[config.mk]
export PLATFORM = sky130hd
export DESIGN_NAME = tcam_lookup_controller
export DESIGN_NICKNAME = d
export VERILOG_FILES = /design/src/rtl/tcam_pkg.sv /design/src/rtl/tcam_priority_encoder.sv /design/src/rtl/tcam_lookup_controller.sv
export SDC_FILE = /design/constraint.sdc
export NUM_CORES = 1
export LEC_CHECK = 0
export ABC_AREA = 1
export BUFFER_PORTS_ARGS = -buffer_cell sky130_fd_sc_hd__buf_2
export CORE_MARGIN = 10
export CORE_UTILIZATION = 45
export DETAILED_ROUTE_END_ITERATION = 16
export PLACE_DENSITY = 0.73
export REMOVE_ABC_BUFFERS = 1
export SKIP_CTS_REPAIR_TIMING = 1
export SYNTH_ARGS = -nofsm -noshare
export SYNTH_HDL_FRONTEND = slang
export SYNTH_SLANG_ARGS = --single-unit
[constraint.sdc]
create_clock -name clock -period 4 [get_ports clock]
set_input_delay 0.2 -clock clock [delete_from_list [all_inputs] [get_ports clock]]
set_output_delay 0.2 -clock clock [all_outputs]
set_load 0.05 [all_outputs]
[src/rtl/tcam_pkg.sv]
// Shared types and sizing for the TCAM lookup controller and its priority encoder.
package tcam_pkg;

    localparam int WORD_SIZE    = 8;
    localparam int ADDRESS_SIZE = 4;

    typedef enum logic [2:0] {
        ST_INIT,
        ST_IDLE,
        ST_WRITE,
        ST_SEARCH,
        ST_CAPTURE,
        ST_RESP,
        ST_CLEAR
    } state_e;

    typedef enum logic {
        GRANT_UPDATE,
        GRANT_SEARCH
    } grant_e;

    function automatic int entry_count(input int address_size);
        return 1 << address_size;
    endfunction

endpackage

[src/rtl/tcam_priority_encoder.sv]
// Reduces a match vector to: any hit, lowest set index, and number of set bits.
module tcam_priority_encoder #(
    parameter int N  = 16,
    parameter int AW = 4
) (
    input  logic [N-1:0] matched,
    output logic         hit,
    output logic [AW-1:0] address,
    output logic [AW:0]  count
);

    always_comb begin
        hit     = |matched;
        address = '0;
        count   = '0;
        // Walk downward so the last assignment is the lowest set index.
        for (int i = N - 1; i >= 0; i--) begin
            if (matched[i]) address = AW'(i);
        end
        for (int i = 0; i < N; i++) begin
            count = count + (AW + 1)'(matched[i]);
        end
    end

endmodule

[src/rtl/tcam_lookup_controller.sv]
// Arbitrates update and search requests onto a ternary CAM, masks results with a
// per-entry valid bitmap and returns the lowest hit address plus match count.
module tcam_lookup_controller #(
    parameter int WORD_SIZE    = tcam_pkg::WORD_SIZE,
    parameter int ADDRESS_SIZE = tcam_pkg::ADDRESS_SIZE
) (
    input  logic                         clock,
    input  logic                         reset,
    input  logic                         upd_valid,
    output logic                         upd_ready,
    input  logic [ADDRESS_SIZE-1:0]      upd_address,
    input  logic [WORD_SIZE-1:0]         upd_word,
    input  logic                         upd_delete,
    input  logic                         srch_valid,
    output logic                         srch_ready,
    input  logic [WORD_SIZE-1:0]         srch_word,
    input  logic [WORD_SIZE-1:0]         srch_mask,
    input  logic                         clr,
    output logic                         rsp_valid,
    input  logic                         rsp_ready,
    output logic                         rsp_hit,
    output logic [ADDRESS_SIZE-1:0]      rsp_address,
    output logic [ADDRESS_SIZE:0]        rsp_count,
    output logic                         busy,
    output logic [WORD_SIZE-1:0]         tcam_word,
    output logic [WORD_SIZE-1:0]         tcam_mask,
    output logic [ADDRESS_SIZE-1:0]      tcam_address,
    output logic                         tcam_write,
    output logic                         tcam_reset,
    input  logic [(1<<ADDRESS_SIZE)-1:0] tcam_matched,
    output tcam_pkg::state_e             state
);

    import tcam_pkg::*;

    localparam int N = entry_count(ADDRESS_SIZE);

    // Handshakes: a transfer happens on a rising clock edge where valid and
    // ready are both high; ready never depends on anything but IDLE state,
    // clr, last_grant and the other requester's valid.
    state_e                  state_next;
    grant_e                  last_grant;
    logic [N-1:0]            valid_map;
    logic [ADDRESS_SIZE-1:0] cap_address;
    logic [WORD_SIZE-1:0]    cap_word;
    logic [WORD_SIZE-1:0]    cap_mask;
    logic                    cap_delete;
    logic                    upd_fire;
    logic                    srch_fire;
    logic                    enc_hit;
    logic [ADDRESS_SIZE-1:0] enc_address;
    logic [ADDRESS_SIZE:0]   enc_count;

    always_comb begin
        state_next = state;
        upd_ready  = 1'b0;
        srch_ready = 1'b0;
        case (state)
            ST_INIT:    state_next = ST_IDLE;
            ST_IDLE: begin
                if (clr) begin
                    state_next = ST_CLEAR;
                end else begin
                    upd_ready  = !srch_valid || (last_grant == GRANT_SEARCH);
                    srch_ready = !upd_valid  || (last_grant == GRANT_UPDATE);
                    if (upd_valid && upd_ready)        state_next = ST_WRITE;
                    else if (srch_valid && srch_ready) state_next = ST_SEARCH;
                end
            end
            ST_WRITE:   state_next = ST_IDLE;
            ST_SEARCH:  state_next = ST_CAPTURE;
            ST_CAPTURE: state_next = ST_RESP;
            ST_RESP:    if (rsp_ready) state_next = ST_IDLE;
            ST_CLEAR:   state_next = ST_IDLE;
            default:    state_next = ST_INIT;
        endcase
    end

    assign upd_fire  = upd_valid && upd_ready;
    assign srch_fire = srch_valid && srch_ready;

    tcam_priority_encoder #(.N(N), .AW(ADDRESS_SIZE)) u_encoder (
        .matched (tcam_matched & valid_map),
        .hit     (enc_hit),
        .address (enc_address),
        .count   (enc_count)
    );

    // The CAM reset pin is held high through our own reset so that the INIT
    // cycle that follows drives it as CLEAR would.
    always_ff @(posedge clock) begin
        if (reset) begin
            state       <= ST_INIT;
            last_grant  <= GRANT_SEARCH;
            valid_map   <= '0;
            cap_address <= '0;
            cap_word    <= '0;
            cap_mask    <= '0;
            cap_delete  <= 1'b0;
            rsp_hit     <= 1'b0;
            rsp_address <= '0;
            rsp_count   <= '0;
            tcam_write  <= 1'b0;
            tcam_reset  <= 1'b1;
        end else begin
            state      <= state_next;
            tcam_write <= (state_next == ST_WRITE);
            tcam_reset <= (state_next == ST_CLEAR);
            if (upd_fire) begin
                cap_address <= upd_address;
                cap_word    <= upd_delete ? '0 : upd_word;
                cap_mask    <= '0;
                cap_delete  <= upd_delete;
                last_grant  <= GRANT_UPDATE;
            end
            if (srch_fire) begin
                cap_word   <= srch_word;
                cap_mask   <= srch_mask;
                last_grant <= GRANT_SEARCH;
            end
            if (state == ST_WRITE) valid_map[cap_address] <= !cap_delete;
            if (state == ST_INIT || state == ST_CLEAR) valid_map <= '0;
            if (state == ST_CAPTURE) begin
                rsp_hit     <= enc_hit;
                rsp_address <= enc_address;
                rsp_count   <= enc_count;
            end
        end
    end

    assign rsp_valid    = (state == ST_RESP);
    assign busy         = (state != ST_IDLE);
    assign tcam_word    = cap_word;
    assign tcam_mask    = cap_mask;
    assign tcam_address = cap_address;

endmodule

# After elaboration in Yosys (flattened, before gate mapping)
# Index checks and enable logic that the tools add are counted.
[word_totals] inputBits=51 elab_cells=90 register_bits=53
[classes] order_cmp=2 eq_ne=9 n_addsub=15 muxes=33 n_bitwise=2 reduce_logical=17
[op_table] operator="5-bit by 1-bit adder with 5-bit output" count=14
[op_table] operator="4-bit two-way mux" count=16
[op_table] operator="8-bit two-way mux" count=5
[op_table] operator="16-bit AND" count=1
[op_table] operator="16-bit bitwise mux" count=1
[op_table] operator="16-bit OR reduction" count=1
[op_table] operator="3-bit case mux with 5 select lines" count=1
[op_table] operator="3-bit == test (second input constant)" count=4
[op_table] operator="3-bit two-way mux" count=4
[op_table] operator="3-bit by 2-bit == test with 1-bit output (second input constant)" count=3
[op_table] operator="1-bit logical AND" count=5
[op_table] operator="4-bit by 5-bit < comparator with 1-bit output (second input constant)" count=1
[op_table] operator="1-bit two-way mux" count=5
[op_table] operator="1-bit demux with 4-bit select" count=1
[op_table] operator="4-bit by 1-bit greater-or-equal comparator with 1-bit output (second input constant)" count=1
[op_table] operator="2-bit OR reduction" count=2
[op_table] operator="3-bit by 1-bit == test with 1-bit output (second input constant)" count=1
[op_table] operator="1-bit logical NOT" count=3
[op_table] operator="3-bit logical NOT" count=1
[op_table] operator="1-bit logical OR" count=3
[op_table] operator="3-bit by 1-bit inequality test with 1-bit output (second input constant)" count=1
[op_table] operator="3-bit OR reduction" count=1
[op_table] operator="1-bit by 1-bit adder with 2-bit output" count=1
[op_table] operator="2-bit nonzero test" count=1
[op_table] operator="1-bit NOT" count=1

# Logic depth before layout (Yosys ltp)
# Gate-level depths: netlist (run 1).
[logic_depth] depth_word=17 ltp_mapped=18

# Cells and area by module
# A second synthesis (run 1) with hierarchy kept.
[unflattened] cells_unflattened=453 hier_area_um2=3080.5
[modules_own_cells] mod="tcam_lookup_controller" n_inst=1 cells_per_inst=357 seq_area_each_um2=1061.0 area_each_um2=2402.3
[modules_own_cells] mod="tcam_priority_encoder" n_inst=1 cells_per_inst=96 seq_area_each_um2=0.0 area_each_um2=678.2

# Worst setup path after synthesis (run 1)
# No wires, ideal clock.
[synth_timing] path_type="register -> register" start="register valid_map[1]" end="register rsp_count[4]" stages_incl_launch_ff=17 path_slack_ps=165 required_ps=3926 arrival_time_ps=3761 cell_sequence="dfxtp_1 > nand2_1 > inv_1 > ha_1 > inv_1 > fa_1 > inv_1 > xor2_1 > inv_1 > ha_1 > inv_1 > fa_1 > fa_1 > fa_1 > fa_1 > nand3b_1 > a31oi_1"
[synth_via] elab_chain_len=16
[synth_lines] element="start: declaration" line_no="tcam_lookup_controller.sv:43" text="logic [N-1:0] valid_map;"
[synth_lines] element="start signal: indexed assignment" line_no="tcam_lookup_controller.sv:121" text="if (state == ST_WRITE) valid_map[cap_address] <= !cap_delete;"
[synth_lines] element="16-bit AND" line_no="tcam_lookup_controller.sv:83" text=".matched (tcam_matched & valid_map),"
[synth_lines] element="1-bit by 1-bit adder with 2-bit output" line_no="tcam_priority_encoder.sv:21" text="count = count + (AW + 1)'(matched[i]);"
[synth_lines] element="5-bit by 1-bit adder with 5-bit output (14 in a row)" line_no="tcam_priority_encoder.sv:21"
[synth_lines] element="end signal: assignment" line_no="tcam_lookup_controller.sv:126" text="rsp_count <= enc_count;"
[synth_lines] element="end: declaration" line_no="tcam_lookup_controller.sv:23" text="output logic [ADDRESS_SIZE:0] rsp_count,"
# Every way passes these cells.
# A chain may end at the register's enable or synchronous reset.

# Final worst setup path (run 1)
[layout_timing] start="register valid_map[0]" end="register rsp_count[4]"
# Same word-level chain as after synthesis.

==> run_results.csv, run 1 <==
group,metric,value,unit
synthesis,synthArstFlopShare,0,
setup_path,arrival,4.10,ns
synthesis,synthSimpleGateAreaFrac,0.235,
route,drc,0,
synthesis,synth_largest_area_cell,"dfxtp_1",
sta,tightest_slew,0.674,ns
global_routing,grt_usage,0.151,
global_routing,met3_usage,0.0454,
synthesis,netlist_area,2780,um2
setup_path,crit_type,"reg -> reg",
cts,cts_buffers,5,
synthesis,yosys.area_share.adder,0.0980,
floorplan,die-area,9730,um2
layout,n_fill_cell,618,
power,ir_worst_vdd,0.199,mV
power,total_power,1.20,mW
floorplan,die_w,98.6,um
worst_hold_path,hp-class,"in -> reg",
cts,path_clk_slew,0.10,ns
route,drt_iter0_drc,107,
sta,max_freq,0.259,GHz
synthesis,netlist_top_cells_count,"nand2_1, dfxtp_1, inv_1, nor2_1, nand3_1",
route,vias_per_cell,5.12,
floorplan,start_util,0.467,
sta,fin_crit,3.86,ns
synthesis,avgSynthCellArea,7.46,um2
placement,gp_congestion,0.873,
sta,slew_headroom,0.549,
route,antenna_left,0,
placement,dp_hpwl,6260,um
synthesis,yosys.area_share.xor_xnor,0.0126,
synthesis,yosys_warnings,0,
floorplan,core_area,5960,um2
layout,antenna_cells,0,
synthesis,muxShareOfSynthArea,0,
route,wl,7870,um
power,power.density,349,nW/um2
global_routing,grt_pass1_wl,12400,um
global_routing,met1_usage,0.168,
layout,final_cell_count_no_fill,536,
placement,io_buffers,89,
sta,fin_crit_sh,0.965,
setup_path,start_kind,"flip-flop",
global_routing,grtUsageMet2,0.276,
synthesis,synth_edf_count,0,
setup_path,critPathMaxFanout,3,
run_status,outcome,"finished, final reports clean",
placement,dpl_cell_area,3280,um2
cts,cts_sinks,53,
flow_run,maxCapViolCount,0,
synthesis,yosysUniqueCellTypes,32,
setup_path,endpoint_kind,"flip-flop",
synthesis,synth_most_common_cell,"nand2_1",
placement,dp.cells,527,
setup_path,required,4.24,ns
cts,cts-root-buf,"clkbuf_8",
synthesis,synth_top_family_by_area,"simple AND/OR/NAND/NOR gates",
synthesis,synth_top_area_frac,0.381,
global_routing,grt_antenna_before_repair,0,
sta,hold_ws,0.149,ns
floorplan,fp-row-count,28,
synthesis,synth-main-ff-cell,"dfxtp_1",
cts,ctsLongestPathBuffers,2,
cts,clk_latency,0.31,ns
synthesis,seq_area_frac_synth,0.381,
power,p_leak,1.68,nW
floorplan,fp.dieH,98.6,um
global_routing,grt_overflow,0,
global_routing,grt_pass1_vias,2766,
sta,setup_viol,0,
sta,hold_viol_final,0,
synthesis,synth_compound_area_frac,0.183,
floorplan,pin_count,90,
global_routing,globalRoute.busiestLayer,"met2",
layout,layout-drive-gt1-share,0.278,
route,first_pass_iters,4,
layout,final_net_count,528,
sta,clock-skew-final,0.00637,ns
synthesis,syn_inst,373,
synthesis,synth.area.top_cells,"dfxtp_1, nand2_1, inv_1",
route,routedWlPerCell,14.7,um
route,vias,2743,
global_routing,grt_max_degree,23,
sta,finalMaxSlewViolations,0,
synthesis,synth_seq_cells,53,
layout,design_area,3430,um2
cts,ctsHtreeMaxLevel,2,
layout,synthToLayoutAreaGrowth,23.3,%
cts,cts_tree,"done",
-- kinds of logic (layout without fill, tap and decap cells) --
group           count (synthesis)  after routing
fa+ha+maj                      17             17
flops                          53             53
simple gates                  153            153
buf+inv                        64            152
xor+xnor                        4              4
compound gates                 82             82
-- worst max-delay path, cell delays in order (launching register included) --
cell and delay, ns:
dfxtp_2 0.34, nand2_2 0.07, inv_2 0.06, ha_4 0.26, inv_2 0.03, fa_1 0.50, inv_2 0.06, xor2_1 0.14
inv_1 0.05, ha_1 0.27, inv_1 0.05, fa_1 0.52, fa_1 0.43, fa_2 0.37, fa_2 0.36, nand3b_1 0.16
a31oi_1 0.15
-- report_power, final --
| part | switching [mW] | internal, mW | leakage [nW] | total [mW] |
|---|---|---|---|---|
| logic | 0.189 | 0.0671 | 1.19 | 0.256 |
| registers | 0.0172 | 0.552 | 0.431 | 0.569 |
| clock network | 0.184 | 0.188 | 0.0585 | 0.372 |
| total | 0.390 | 0.806 | 1.68 | 1.20 |
-- cell usage in the layout, fill, tap and decap left out, types with 13 or more instances in the layout --
master    netlist  final
nand3_1        29     29
nor2_1         43     43
o21ai_0        23     22
a211oi_1       13     13
inv_1          50     46
buf_2           2     89
dfxtp_1        53     51
nand2_1        67     65
a21oi_1        27     26
-- through the flow --
| step | setup TNS (ns) | setup slack (ns) | utilization |
|---|---|---|---|
| after floorplan | 0 | 0.165 | - |
| after global placement | 0 | 0.0978 | 0.551 |
| after detailed placement | 0 | 0.00610 | 0.551 |
| after CTS | -0.00953 | -0.00953 | 0.570 |
| after global routing | -0.0346 | -0.0269 | 0.576 |
| final | 0 | 0.139 | 0.576 |
-- metal layers --
metal	part of all wire	wire length (um)	vias to the layer above
met4	0.010	82	0
met2	0.50	3920	76
met3	0.060	470	8
met5	0	0	-
li1	-	-	1409
met1	0.43	3390	1250
-- flip-flops by register name, summed over array words and instances (netlist names) --
name          count
tcam_address      4
tcam_word         8
tcam_mask         8
rsp_hit           1
tcam_reset        1
rsp_count         5
last_grant        1
rsp_address       4
cap_delete        1
tcam_write        1
valid_map        16
state             3
-- final cells by class --
class                           instances  area (um2)  share of cell area
Clock buffer                            5        68.8              0.0201
Clock inverter                          3        43.8              0.0128
Tap cell                               75        93.8              0.0274
Multi-Input combinational cell        256        1500               0.437
Sequential cell                        53        1060               0.310
Inverter                               52         195              0.0569
Timing Repair Buffer                   92         468               0.136
-- path summary, 6_finish.rpt --
kind | slack [ns] | to | start | cells past startpoint
setup / recovery | 0.14 | rsp_count[4]$_SDFFE_PP0N_ | valid_map[0]$_SDFFE_PP0P_ | 16
hold / removal | 0.15 | tcam_mask[1]$_SDFFE_PP0P_ | srch_mask[1] | 3
hold reg to reg | 0.46 | tcam_mask[3]$_SDFFE_PP0P_ | tcam_mask[3]$_SDFFE_PP0P_ | 2
setup reg to reg | 0.14 | rsp_count[4]$_SDFFE_PP0N_ | valid_map[0]$_SDFFE_PP0P_ | 16
No activity file was read; power rests on OpenSTA's default activity.
==> run 2, diff against run 1 <==
Settings changed: PLACE_DENSITY 0.73 to 0.84.
==> run 2 against run 1 <==
  * Via count grew 1.1%
  * First-iteration DRC count rose by 16%
  * Design area rose by 1.8%
  * Sequential cell count stayed put
  * Combinational power about the same
  * Routed wire length fell by 1.2%
  * Setup slack got worse by 0.010 ns
  * Critical path type unchanged
==> run_results.csv, run 2 (synthesized netlist as in run 1, its figures left out) <==
group,metric,value,unit
sta,slew_headroom,0.528,
floorplan,start_util,0.467,
cts,cts_buffers,5,
route,wl,7780,um
flow_run,maxCapViolCount,0,
setup_path,endpoint_kind,"flip-flop",
sta,hold_viol_final,0,
route,antenna_left,0,
power,p_leak,1.71,nW
layout,layout_commonest_cell,"buf_2",
global_routing,grt_overflow,0,
route,wl_met1,3210,um
layout,synthToLayoutAreaGrowth,25.5,%
route,dr.max_layer_used,"met4",
layout,final_net_count,531,
placement,dp_hpwl,6190,um
sta,fin_crit_sh,0.968,
setup_path,arrival,4.11,ns
route,wl_met3,607,um
setup_path,ff2ff_path_depth,16,
layout,final_cell_mix,"buf_2, nand2_1, dfxtp_1, inv_1, nor2_1",
layout,design_area,3490,um2
cts,path_clk_slew,0.11,ns
floorplan,fp.dieH,98.6,um
cts,cts_sinks,53,
sta,finalMaxSlewViolations,0,
placement,post-place-ws,0.0268,ns
layout,largest_reg_flops,16,
route,vias_per_cell,5.15,
power,power.density,362,nW/um2
route,routed-wl-met2,3850,um
global_routing,grt_antenna_before_repair,0,
sta,rsz0062_at_grt,"true",
sta,max_freq,0.258,GHz
layout,antenna_cells,0,
setup_path,start_kind,"flip-flop",
sta,hold_ws,0.146,ns
sta,worst_slack,0.128,ns
worst_hold_path,whs_path_depth,3,
setup_path,crit_type,"reg -> reg",
setup_path,required,4.23,ns
global_routing,grt_pass1_wl,12500,um
cts,ctsLongestPathBuffers,2,
route,routedWlPerCell,14.4,um
sta,tightest_slew,0.706,ns
run_status,outcome,"finished, final reports clean",
setup_path,critPathMaxFanout,3,
global_routing,grt_usage,0.152,
power,total_power,1.26,mW
placement,io_buffers,89,
power,ir_worst_vdd,0.284,mV
route,drc,0,
sta,clock-skew-final,0.00965,ns
placement,dpl_cell_area,3280,um2
sta,tns,0,ns
placement,gp_congestion,0.899,
floorplan,pin_count,90,
cts,ctsHtreeMaxLevel,2,
floorplan,die_w,98.6,um
layout,regMostFlops,"valid_map",
cts,cts-root-buf,"clkbuf_8",
floorplan,fp-row-count,28,
route,drt_iter0_drc,124,
cts,cts_tree,"done",
sta,setup_viol,0,
sta,fin_crit,3.87,ns
global_routing,grt_max_degree,23,
route,vias,2774,
worst_hold_path,hp-class,"in -> reg",
layout,layout-drive-gt1-share,0.291,
global_routing,grt_pass1_vias,2742,
floorplan,die-area,9730,um2
floorplan,core_area,5960,um2
cts,clk_latency,0.31,ns
route,first_pass_iters,5,
-- run 2: cell types whose count changed in the layout (fill, tap and decap cells not counted), sizes merged --
cell	delta
bufinv	+1
buf	+3
clkinv	-1
-- run 2: final cells by class --
type                    count  area [um2]
clock buffers               5        68.8
clock inverters             3        68.8
fillers                   566        2460
inverters                  52         195
multi-input cells         256        1510
flip-flops and latches     53        1060
well taps                  75        93.8
repair buffers             95         490
-- run 2: worst paths after layout --
check | slack [ns] | end | startpoint
worst max register to register | 0.13 | rsp_count[4]$_SDFFE_PP0N_ | valid_map[0]$_SDFFE_PP0P_
worst max-delay path | 0.13 | rsp_count[4]$_SDFFE_PP0N_ | valid_map[0]$_SDFFE_PP0P_
worst min register to register | 0.47 | tcam_mask[7]$_SDFFE_PP0P_ | tcam_mask[7]$_SDFFE_PP0P_
worst min-delay path | 0.15 | tcam_mask[4]$_SDFFE_PP0P_ | srch_mask[4]
-- run 2: per-stage QoR --
| stage | cells | utilization |
|---|---|---|
| after global placement | 527 | 0.551 |
| after floorplan | 361 | - |
| after CTS | 535 | 0.574 |
| final | 539 | 0.586 |
| after global routing | 539 | 0.586 |
| after detailed placement | 527 | 0.551 |
-- run 2: where the power goes --
| part | total, mW | switching [mW] | internal (mW) |
|---|---|---|---|
| registers | 0.568 | 0.0168 | 0.552 |
| clock network | 0.440 | 0.188 | 0.252 |
| logic | 0.255 | 0.188 | 0.0676 |
| total | 1.26 | 0.392 | 0.871 |
-- run 2: per-layer routing --
metal / track usage / vias to the layer above
met5: 0 / -
met4: 0.0452 / 0
met3: 0.0510 / 11
met2: 0.262 / 87
met1: 0.172 / 1269
li1: - / 1407
-- run 2: critical path, cell delays in order (launching register included) --
cell,delay [ns]
dfxtp_2,0.34
nand2_2,0.07
inv_2,0.06
ha_4,0.25
inv_2,0.03
fa_1,0.48
inv_2,0.04
xor2_1,0.13
inv_1,0.05
ha_1,0.28
inv_2,0.04
fa_1,0.52
fa_1,0.44
fa_2,0.37
fa_2,0.38
nand3b_1,0.17
a31oi_1,0.17
